### config.mk
export PLATFORM = sky130hd
export DESIGN_NAME = step_pulse_gen
export DESIGN_NICKNAME = d
export VERILOG_FILES = /design/src/rtl/stepper_pkg.sv /design/src/rtl/step_interval_timer.sv /design/src/rtl/step_pulse_gen.sv
export SDC_FILE = /design/constraint.sdc
export NUM_CORES = 1
export LEC_CHECK = 0
export CORE_MARGIN = 2
export CORE_UTILIZATION = 35
export DETAILED_ROUTE_END_ITERATION = 16
export PLACE_DENSITY_LB_ADDON = 0.2
export SLEW_MARGIN = 10
export SYNTH_ARGS = -nofsm -noshare
export SYNTH_HDL_FRONTEND = slang
export SYNTH_HIERARCHICAL = 1
export SYNTH_SLANG_ARGS = --single-unit
### constraint.sdc
create_clock -name clock -period 7.3 [get_ports clock]
set_input_delay 0.73 -clock clock [delete_from_list [all_inputs] [get_ports clock]]
set_output_delay 0.73 -clock clock [all_outputs]
set_load 0.1 [all_outputs]
### src/rtl/stepper_pkg.sv
// Shared types and constants for the stepper motion path (sequencer and coil FSM).
package stepper_pkg;

  localparam int CNT_W_DEF = 16;
  localparam int PER_W_DEF = 20;

  localparam logic DIR_FWD = 1'b1;
  localparam logic DIR_REV = 1'b0;

  typedef enum logic [1:0] {
    IDLE   = 2'd0,
    RUN    = 2'd1,
    FINISH = 2'd2
  } state_e;

endpackage

### src/rtl/step_interval_timer.sv
// Loadable down-counter; tc_o flags the zero count while running and the
// counter reloads itself from reload_i on that same cycle.
module step_interval_timer
  import stepper_pkg::*;
#(
  parameter int PER_W = PER_W_DEF
) (
  input  logic             clk_i,
  input  logic             rst_ni,
  input  logic             load_i,
  input  logic             run_i,
  input  logic [PER_W-1:0] reload_i,
  output logic             tc_o
);

  logic [PER_W-1:0] cnt_q, cnt_d;

  assign tc_o = run_i && (cnt_q == '0);

  always_comb begin
    cnt_d = cnt_q;
    if (load_i || tc_o) begin
      cnt_d = reload_i;
    end else if (run_i) begin
      cnt_d = cnt_q - PER_W'(1);
    end
  end

  always_ff @(posedge clk_i or negedge rst_ni) begin
    if (!rst_ni) begin
      cnt_q <= '0;
    end else begin
      cnt_q <= cnt_d;
    end
  end

endmodule

### src/rtl/step_pulse_gen.sv
// Move sequencer: one enable pulse per step at a programmable interval, then done.
// Optional soft-start ramp (doubled interval for the first steps): STEP_RAMP_EN.
module step_pulse_gen
  import stepper_pkg::*;
#(
  parameter int CNT_W      = CNT_W_DEF,
  parameter int PER_W      = PER_W_DEF,
  parameter int RAMP_STEPS = 4
) (
  input  logic             clock,
  input  logic             reset,
  input  logic             start,
  input  logic             abort,
  input  logic             dir_in,
  input  logic [CNT_W-1:0] step_count,
  input  logic [PER_W-1:0] period,
  output logic             enable,
  output logic             direction,
  output logic             busy,
  output logic             done,
  output logic [CNT_W-1:0] remaining
);

  state_e           state_q, state_d;
  logic [PER_W-1:0] interval_q, interval_d;
  logic [CNT_W-1:0] remaining_q, remaining_d;
  logic             dir_q, dir_d;
  logic             enable_q, enable_d;
  logic             busy_q, busy_d;
  logic             done_q, done_d;

  logic             start_ok;
  logic             pulse;
  logic [PER_W-1:0] start_iv;
  logic [PER_W-1:0] first_iv;
  logic [PER_W-1:0] next_iv;
  logic             tmr_load;
  logic             tmr_run;
  logic             tmr_tc;
  logic [PER_W-1:0] tmr_val;

  assign start_ok = start && !abort;
  assign start_iv = (period == '0) ? PER_W'(1) : period;
  // Abort on the terminal-count cycle suppresses the pulse.
  assign pulse    = (state_q == RUN) && tmr_tc && !abort;
  assign tmr_load = (state_q == IDLE) && start_ok && (step_count != '0);
  assign tmr_run  = (state_q == RUN);
  assign tmr_val  = (state_q == IDLE) ? (first_iv - PER_W'(1)) : (next_iv - PER_W'(1));

`ifdef STEP_RAMP_EN
  logic [CNT_W-1:0] ramp_left_q, ramp_left_d;

  function automatic logic [PER_W-1:0] sat_dbl(input logic [PER_W-1:0] v);
    logic [PER_W:0] w;
    w = {v, 1'b0};
    return w[PER_W] ? '1 : w[PER_W-1:0];
  endfunction

  // ramp_left_q counts ramp steps not yet issued; reload value is for the step after this pulse.
  always_comb begin
    first_iv    = (RAMP_STEPS > 0) ? sat_dbl(start_iv) : start_iv;
    next_iv     = (ramp_left_q > CNT_W'(1)) ? sat_dbl(interval_q) : interval_q;
    ramp_left_d = ramp_left_q;
    if (tmr_load) begin
      ramp_left_d = CNT_W'(RAMP_STEPS);
    end else if (pulse && (ramp_left_q != '0)) begin
      ramp_left_d = ramp_left_q - CNT_W'(1);
    end
  end

  always_ff @(posedge clock or negedge reset) begin
    if (!reset) begin
      ramp_left_q <= '0;
    end else begin
      ramp_left_q <= ramp_left_d;
    end
  end
`else
  assign first_iv = start_iv;
  assign next_iv  = interval_q;
`endif

  step_interval_timer #(
    .PER_W (PER_W)
  ) u_timer (
    .clk_i    (clock),
    .rst_ni   (reset),
    .load_i   (tmr_load),
    .run_i    (tmr_run),
    .reload_i (tmr_val),
    .tc_o     (tmr_tc)
  );

  always_ff @(posedge clock or negedge reset) begin
    if (!reset) begin
      state_q <= IDLE;
    end else begin
      state_q <= state_d;
    end
  end

  always_comb begin
    state_d = state_q;
    unique case (state_q)
      IDLE: begin
        if (start_ok) begin
          state_d = (step_count == '0) ? FINISH : RUN;
        end
      end
      RUN: begin
        if (abort) begin
          state_d = IDLE;
        end else if (tmr_tc && (remaining_q == CNT_W'(1))) begin
          state_d = FINISH;
        end
      end
      FINISH:  state_d = IDLE;
      default: state_d = IDLE;
    endcase
  end

  always_comb begin
    interval_d  = interval_q;
    remaining_d = remaining_q;
    dir_d       = dir_q;
    enable_d    = 1'b0;
    busy_d      = (state_d == RUN);
    done_d      = (state_q == FINISH);
    if ((state_q == IDLE) && start_ok) begin
      interval_d  = start_iv;
      remaining_d = step_count;
      dir_d       = dir_in;
    end
    if (pulse) begin
      enable_d = 1'b1;
      if (remaining_q != '0) begin
        remaining_d = remaining_q - CNT_W'(1);
      end
    end
  end

  always_ff @(posedge clock or negedge reset) begin
    if (!reset) begin
      interval_q  <= '0;
      remaining_q <= '0;
      dir_q       <= DIR_REV;
      enable_q    <= 1'b0;
      busy_q      <= 1'b0;
      done_q      <= 1'b0;
    end else begin
      interval_q  <= interval_d;
      remaining_q <= remaining_d;
      dir_q       <= dir_d;
      enable_q    <= enable_d;
      busy_q      <= busy_d;
      done_q      <= done_d;
    end
  end

  assign enable    = enable_q;
  assign direction = dir_q;
  assign busy      = busy_q;
  assign done      = done_q;
  assign remaining = remaining_q;

endmodule
==> summary.txt, run 1 <==
Routing
  • Routed wire length: 11.44 mm
  • Drt first-iter violations: 139
  • Pre-Repair DR Iteration Count: 5
  • Via count: 3772
  • DRC errors left: 0
  • Via/cell ratio: 5.389
  • Routed Antenna Nets: 0
  • WL/cell: 16.35 um

Final layout
  • Finished Cell Area: 5132 sq um
  • Ant. Diodes: 0
  • Layout cells sized above 1: 7.899%
  • Final core occ: 44.57%
  • Synth-to-layout area growth: 22.92%
  • Layout fillers: 1131
  • # nets final: 598

STA
  • Max Freq: 275.0 MHz
  • Fin crit period: 3.636 ns
  • Setup violations, final: 0
  • RSZ-0062 raised after global routing: false
  • Slew Limit Fails: 0
  • Total Neg Setup Slack: 0 ns
  • Crit share post-route: 49.81%
  • Fin. Hold Viols: 0
  • Worst-Margin Slew: 0.9743 ns
  • Slew Limit Headroom: 34.85%
  • Clock Skew: 0.007259 ns
  • Final WS setup: 3.664 ns
  • WHS: 0.4742 ns

Global routing
  • Busiest layer in global routing: met2
  • Largest net degree at the start of global routing: 63
  • Global-route wire length before repair: 18.99 mm
  • Vias in the first global route: 3723
  • Initial antenna violation count: 0
  • Met3 usage: 2.678%
  • Met2 Track Usage GR: 29.62%
  • Met1 Usage GRT: 24.99%
  • GR Overflow Total: 0
  • Total GRT Usage: 18.50%

Critical path
  • FF-to-FF setup slack: 3.99 ns
  • CP arrival: 3.88 ns
  • R2R Path Start: state_q[0]
  • Critical Path Start Type: primary input
  • RR Endpoint: remaining[7]
  • CP max FO: 8
  • R2R depth: 9
  • Crit Path Class: primary input to register
  • Worst Setup End Kind: register
  • Worst endpoint required time: 7.54 ns

Clock tree
  • Clock buffer depth: 2
  • Hold_buf cts: 0
  • # clock sinks: 62
  • CTS buffer count: 9
  • Latest clock arrival within the worst-skew pair: 0.33 ns
  • Clock transition at path regs: 0.05 ns
  • H-tree depth: 3
  • Setup Buffers After CTS: 0
  • CTS tree: yes
  • Root Driver: clkbuf_16
  • Post-cts resize count: 0

Min path
  • Hold Crit Depth: 2
  • Path category of the worst min-delay check: register to register
  • HP Start: direction
  • Hold Path End: direction

Yosys
  • Distinct cells, synth: 63
  • Post-synth EDFFs: 0
  • Mapped Cells: 498
  • Synth Area per Inst: 8.384 sq um
  • Seq/Total Area, Yosys: 37.16%
  • Mapped cell area: 4175 sq um
  • Yosys reg bits: 62
  • Synth Warn #: 6
  • Mapped Nets: 544
  • Main synth FF type: dfrtp_1
  • Asr flop ratio synth: 100.0%

Placement
  • Placed Area: 4850 sq um
  • DP Worst Slack: 3.434 ns
  • Routability cong.: 0.9040
  • IO Port Bufs: 60
  • Dpl hpwl: 8.311 mm

Floorplanning
  • Starting Density: 36.26%
  • Core Rows: 39
  • Die Y: 113.2 um
  • Die width: 113.2 um
  • I/O pin count: 61
  • Core area: 11520 sq um
  • Total die area: 12820 sq um

Outcome
  • Status: completed

Run
  • Max_cap viols: 0

Power
  • LEAKAGE: 2.015 nW
  • VDD IR-drop max: 0.0001526 V
  • Cell area power density: 272.5 nW/um^2
==> kinds of logic (layout without fill, tap and decap cells) <==
family / after synthesis / in the layout / synth area share, %
XOR/XNOR: 42 / 42 / 8.810
buffers and inverters: 31 / 90 / 4.225
adder cells (fa/ha/maj): 5 / 5 / 1.498
multiplexers: 17 / 17 / 4.195
AO/OA/AOI/OAI: 86 / 86 / 13.22
AND/OR/NAND/NOR: 255 / 255 / 30.90
flip-flops: 62 / 62 / 37.16
==> metrics by stage <==
step | instances | power (mW)
CTS | 700 | 1.408
floorplan | 498 | 0.8542
detailed placement | 684 | 0.9904
finish | 700 | 1.398
global placement | 684 | 0.9853
global route | 700 | 1.475
==> cells in the final DEF (no fill, tap or decap), types with 7 or more instances in the layout <==
cell type and count:
nand2_1 88, nor2_1 69, dfrtp_1 62, clkdlybuf4s50_1 59, a21oi_1 39, xor2_1 24, nor4_1 21, xnor2_1 18
mux2i_1 16, nor3_1 15, o21ai_0 10, nand4_1 9, clkbuf_16 9, inv_1 8, nand3_1 7
==> worst max-delay path by stage <==
stage                        endpoint       from  slack, ns  depth (start not counted)
floorplan           u_timer/cnt_q[10]  period[5]       4.27                         15
global placement    u_timer/cnt_q[14]  period[5]       3.56                         15
detailed placement  u_timer/cnt_q[16]  period[5]       3.43                         15
CTS                 u_timer/cnt_q[16]  period[5]       3.75                         15
global route        u_timer/cnt_q[14]  period[5]       3.44                         15
finish              u_timer/cnt_q[16]  period[5]       3.66                         15
==> area by class of cell <==
class / count / area (sq um) / area share, %
multi-input cells: 405 / 2452 / 47.78
flip-flops and latches: 62 / 1551 / 30.23
repair buffers: 65 / 633.1 / 12.34
clock buffers: 11 / 232.7 / 4.534
well taps: 143 / 178.9 / 3.486
clock inverters: 5 / 50.05 / 0.9751
inverters: 9 / 33.78 / 0.6582
==> worst max-delay path, cell delays in order <==
cell	delay (ns)
clkdlybuf4s50_1	0.64
nor4_1	0.12
and3_1	0.20
nand4_1	0.24
nor2b_1	0.21
nor2_1	0.05
a21oi_1	0.19
ha_1	0.21
nand3_1	0.17
nor3_1	0.42
nand2_1	0.11
nor3b_1	0.24
xnor2_1	0.15
nor2_1	0.06
a21oi_1	0.13
==> cell usage after synthesis, drive strengths merged, types with 2 or more instances <==
| cell | count | area share, % |
|---|---|---|
| nor2b | 5 | 0.75 |
| buf | 13 | 2.6 |
| nor3b | 7 | 1.6 |
| o31ai | 2 | 0.48 |
| inv | 8 | 0.72 |
| nand3b | 3 | 0.54 |
| nor2 | 69 | 6.2 |
| mux2i | 16 | 3.8 |
| o21ai | 13 | 1.6 |
| dfrtp | 62 | 37 |
| nand2b | 4 | 0.78 |
| a21oi | 40 | 4.9 |
| ha | 5 | 1.5 |
| xnor2 | 18 | 3.8 |
| a311oi | 6 | 1.4 |
| o22ai | 3 | 0.45 |
| xor2 | 24 | 5.0 |
| clkbuf | 9 | 0.81 |
| a31oi | 5 | 0.90 |
| o22a | 2 | 0.42 |
| or4 | 5 | 1.1 |
| nor4 | 24 | 4.5 |
| a211oi | 2 | 0.36 |
| nand4 | 10 | 1.6 |
| nand3 | 7 | 0.84 |
| o32ai | 2 | 0.42 |
| and3 | 4 | 0.60 |
| or2 | 2 | 0.30 |
| nor3 | 18 | 2.5 |
| nand2 | 91 | 8.4 |
| a21o | 3 | 0.54 |
==> metal layers <==
| metal | wire [um] | up-vias | share of wire [%] |
|---|---|---|---|
| met4 | 269 | 0 | 2.4 |
| li1 | - | 1863 | - |
| met2 | 5355 | 90 | 47 |
| met5 | 0 | - | 0 |
| met3 | 450 | 19 | 3.9 |
| met1 | 5367 | 1800 | 47 |
==> state kept, by name, summed over array words and instances, names as in the netlist <==
| register | count |
|---|---|
| busy | 1 |
| u_timer/cnt_q | 20 |
| state_q | 2 |
| enable | 1 |
| direction | 1 |
| done | 1 |
| interval_q | 20 |
| remaining | 16 |
==> where the power goes <==
| group | total, mW | internal (mW) | switching [mW] |
|---|---|---|---|
| clock network | 0.411 | 0.262 | 0.149 |
| registers | 0.521 | 0.418 | 0.102 |
| logic | 0.467 | 0.162 | 0.305 |
Power figures use the tool's default switching activity.
==> run 2, diff against run 1 <==
Clock period 7.3 ns to 3.32 ns, I/O delays scaled along.
==> run 2 against run 1 <==
  * Global-route usage increased by 0.14 points
  * Sequential power increased by 120%
  * Combinational power increased by 120%
  * Non-clock buffer count increased by 19
  * Via count increased by 2.3%
  * Critical path type unchanged
  * Critical endpoint is now u_timer/cnt_q[6]
  * Largest cell class unchanged
==> summary.txt, run 2 (synthesis gave the netlist of run 1 again) <==
Outcome
  • Status: completed

Power
  • VDD IR-drop max: 0.0003280 V
  • Total power: 3.053 mW
  • Comb pwr share: 34.5%
  • Share of total power in sequential cells: 37.5%
  • Sw Share: 40.18%
  • Clock power share: 28.0%
  • Internal Pwr Total: 1.827 mW
  • Cell area power density: 579.7 nW/um^2
  • P_sw: 1.227 mW
  • LEAKAGE: 2.106 nW

Critical path
  • CP arrival: 3.20 ns
  • Worst path most repeated cell: nor2_1
  • FF-to-FF setup slack: 0.48 ns
  • Worst-path cell chain: clkdlybuf4s50_1 > or3_1 > nor2_1 > nand4_1 > nor2b_1 > nor2_1 > a21oi_1 > ha_1 > nand3_1 > or2_1 > nor2_1 > xnor2_1 > mux2i_1 > nor2_1 > a21oi_1
  • R2R depth: 9
  • Critical Path Start Type: primary input
  • Critical Path Source: period[0]
  • Worst Setup End Kind: register
  • Largest stage delay on the critical path: 0.47 ns
  • Crit Path Class: primary input to register
  • R2R Path Start: state_q[0]
  • CP max FO: 5
  • Crit path capture: u_timer/cnt_q[6]
  • Slowest-stage cell, CP: clkdlybuf4s50_1
  • Worst endpoint required time: 3.57 ns
  • RR Endpoint: remaining[11]

Final layout
  • Multi-input logic area: 2452 sq um
  • Most frequent cells in the layout: nand2_1 (88), nor2_1 (69), dfrtp_1 (62)
  • # nets final: 617
  • Ant. Diodes: 0
  • Final core occ: 45.74%
  • Layout fillers: 1134
  • Layout cells sized above 1: 10.82%
  • Synth-to-layout area growth: 26.16%
  • Sequential cell area: 1551 sq um
  • Most common cell after layout, fill and taps aside: nand2_1
  • Fin cells: 716

Clock tree
  • Latest clock arrival within the worst-skew pair: 0.33 ns
  • H-tree depth: 3
  • Post-cts resize count: 0
  • CTS tree: yes
  • CTS buffer count: 9
  • Hold_buf cts: 0
  • Clock buffer depth: 2
  • # clock sinks: 62
  • Clock transition at path regs: 0.05 ns
  • Setup Buffers After CTS: 0
  • Root Driver: clkbuf_16

Routing
  • Pre-Repair DR Iteration Count: 5
  • Via count: 3857
  • WL/cell: 16.32 um
  • DRC errors left: 0
  • Via/cell ratio: 5.387
  • Routed Antenna Nets: 0
  • Routed wire length: 11.68 mm
  • Drt first-iter violations: 149

STA
  • Fin crit period: 2.953 ns
  • RSZ-0062 raised after global routing: false
  • Clock Skew: 0.007361 ns
  • Crit share post-route: 88.96%
  • Fin. Hold Viols: 0
  • Final WS setup: 0.3666 ns
  • Slew Limit Headroom: 34.24%
  • Worst-Margin Slew: 0.9834 ns
  • Slew Limit Fails: 0
  • Max Freq: 338.6 MHz
  • Total Neg Setup Slack: 0 ns
  • Setup violations, final: 0

Placement
  • Placed insts: 703
  • Dpl hpwl: 8.484 mm
  • IO Port Bufs: 60
  • Routability cong.: 0.8908
  • DP Worst Slack: 0.05427 ns

Global routing
  • Total GRT Usage: 18.64%
  • Initial antenna violation count: 0
  • Global-route wire length before repair: 18.95 mm
  • Largest net degree at the start of global routing: 63
  • Vias in the first global route: 3754
  • GR Overflow Total: 0

Floorplanning
  • Starting Density: 36.26%
  • Core area: 11520 sq um
  • Core Rows: 39
  • I/O pin count: 61
  • Die Y: 113.2 um
  • Total die area: 12820 sq um
  • Die width: 113.2 um

Run
  • Max_cap viols: 0

Min path
  • Path category of the worst min-delay check: primary input to asynchronous set/reset pin
[run 2: cell count changes in the layout (fill, tap and decap cells not counted)]
| cell | delta |
|---|---|
| bufinv_16 | -1 |
| clkbuf_8 | +2 |
| clkbuf_1 | -2 |
| buf_4 | +18 |
| clkinv_2 | -2 |
| buf_12 | +1 |
[run 2: per-layer routing]
metal | wire length [um] | track usage [%] | vias to the layer above
met5 | 0 | 0 | -
met3 | 418 | 3.374 | 17
met4 | 214 | 7.805 | 0
met1 | 5289 | 24.18 | 1846
li1 | - | - | 1898
met2 | 5760 | 30.66 | 96
[run 2: worst min-delay path by stage]
stage | start | endpoint | slack [ns] | cells after the start
2_1_floorplan | reset | busy | 0.04 | 0
3_3_place_gp | direction | direction | 0.46 | 2
3_5_place_dp | direction | direction | 0.46 | 2
4_1_cts | reset | u_timer/cnt_q[6] | 0.23 | 2
5_1_grt | reset | u_timer/cnt_q[7] | 0.27 | 2
6_report | reset | u_timer/cnt_q[6] | 0.17 | 2
[run 2: stage by stage]
step	hold WS, ns	area [sq um]
2_1_floorplan	0.03641	4175
3_3_place_gp	0.4601	5005
3_5_place_dp	0.4616	5005
4_1_cts	0.2280	5268
5_1_grt	0.2738	5268
6_report	0.1725	5268
[run 2: layout make-up]
class                           instances  share of cell area (%)
Multi-Input combinational cell        405                   46.56
Sequential cell                        62                   29.45
Timing Repair Buffer                   84                   14.96
Clock buffer                           11                   4.798
Tap cell                              143                   3.397
Inverter                                9                  0.6413
Clock inverter                          2                  0.1900
[run 2: critical path, delay by kind of cell]
kind / cells / cell delay (ns)
and+or+nand+nor: 9 / 1.61
AOI/OAI and AO/OA: 2 / 0.18
muxes: 1 / 0.27
adders and majority gates: 1 / 0.22
buffers and inverters: 1 / 0.47
xor gates and xnor gates: 1 / 0.12
[run 2: power by group through the flow]
stage          Sequential [mW]  Combinational (mW)  Clock [mW]
2_1_floorplan             1.40               0.476           0
3_3_place_gp              1.15                1.04           0
3_5_place_dp              1.15                1.05           0
4_1_cts                   1.14                1.06       0.872
5_1_grt                   1.17                1.14       0.914
6_report                  1.14                1.05       0.856
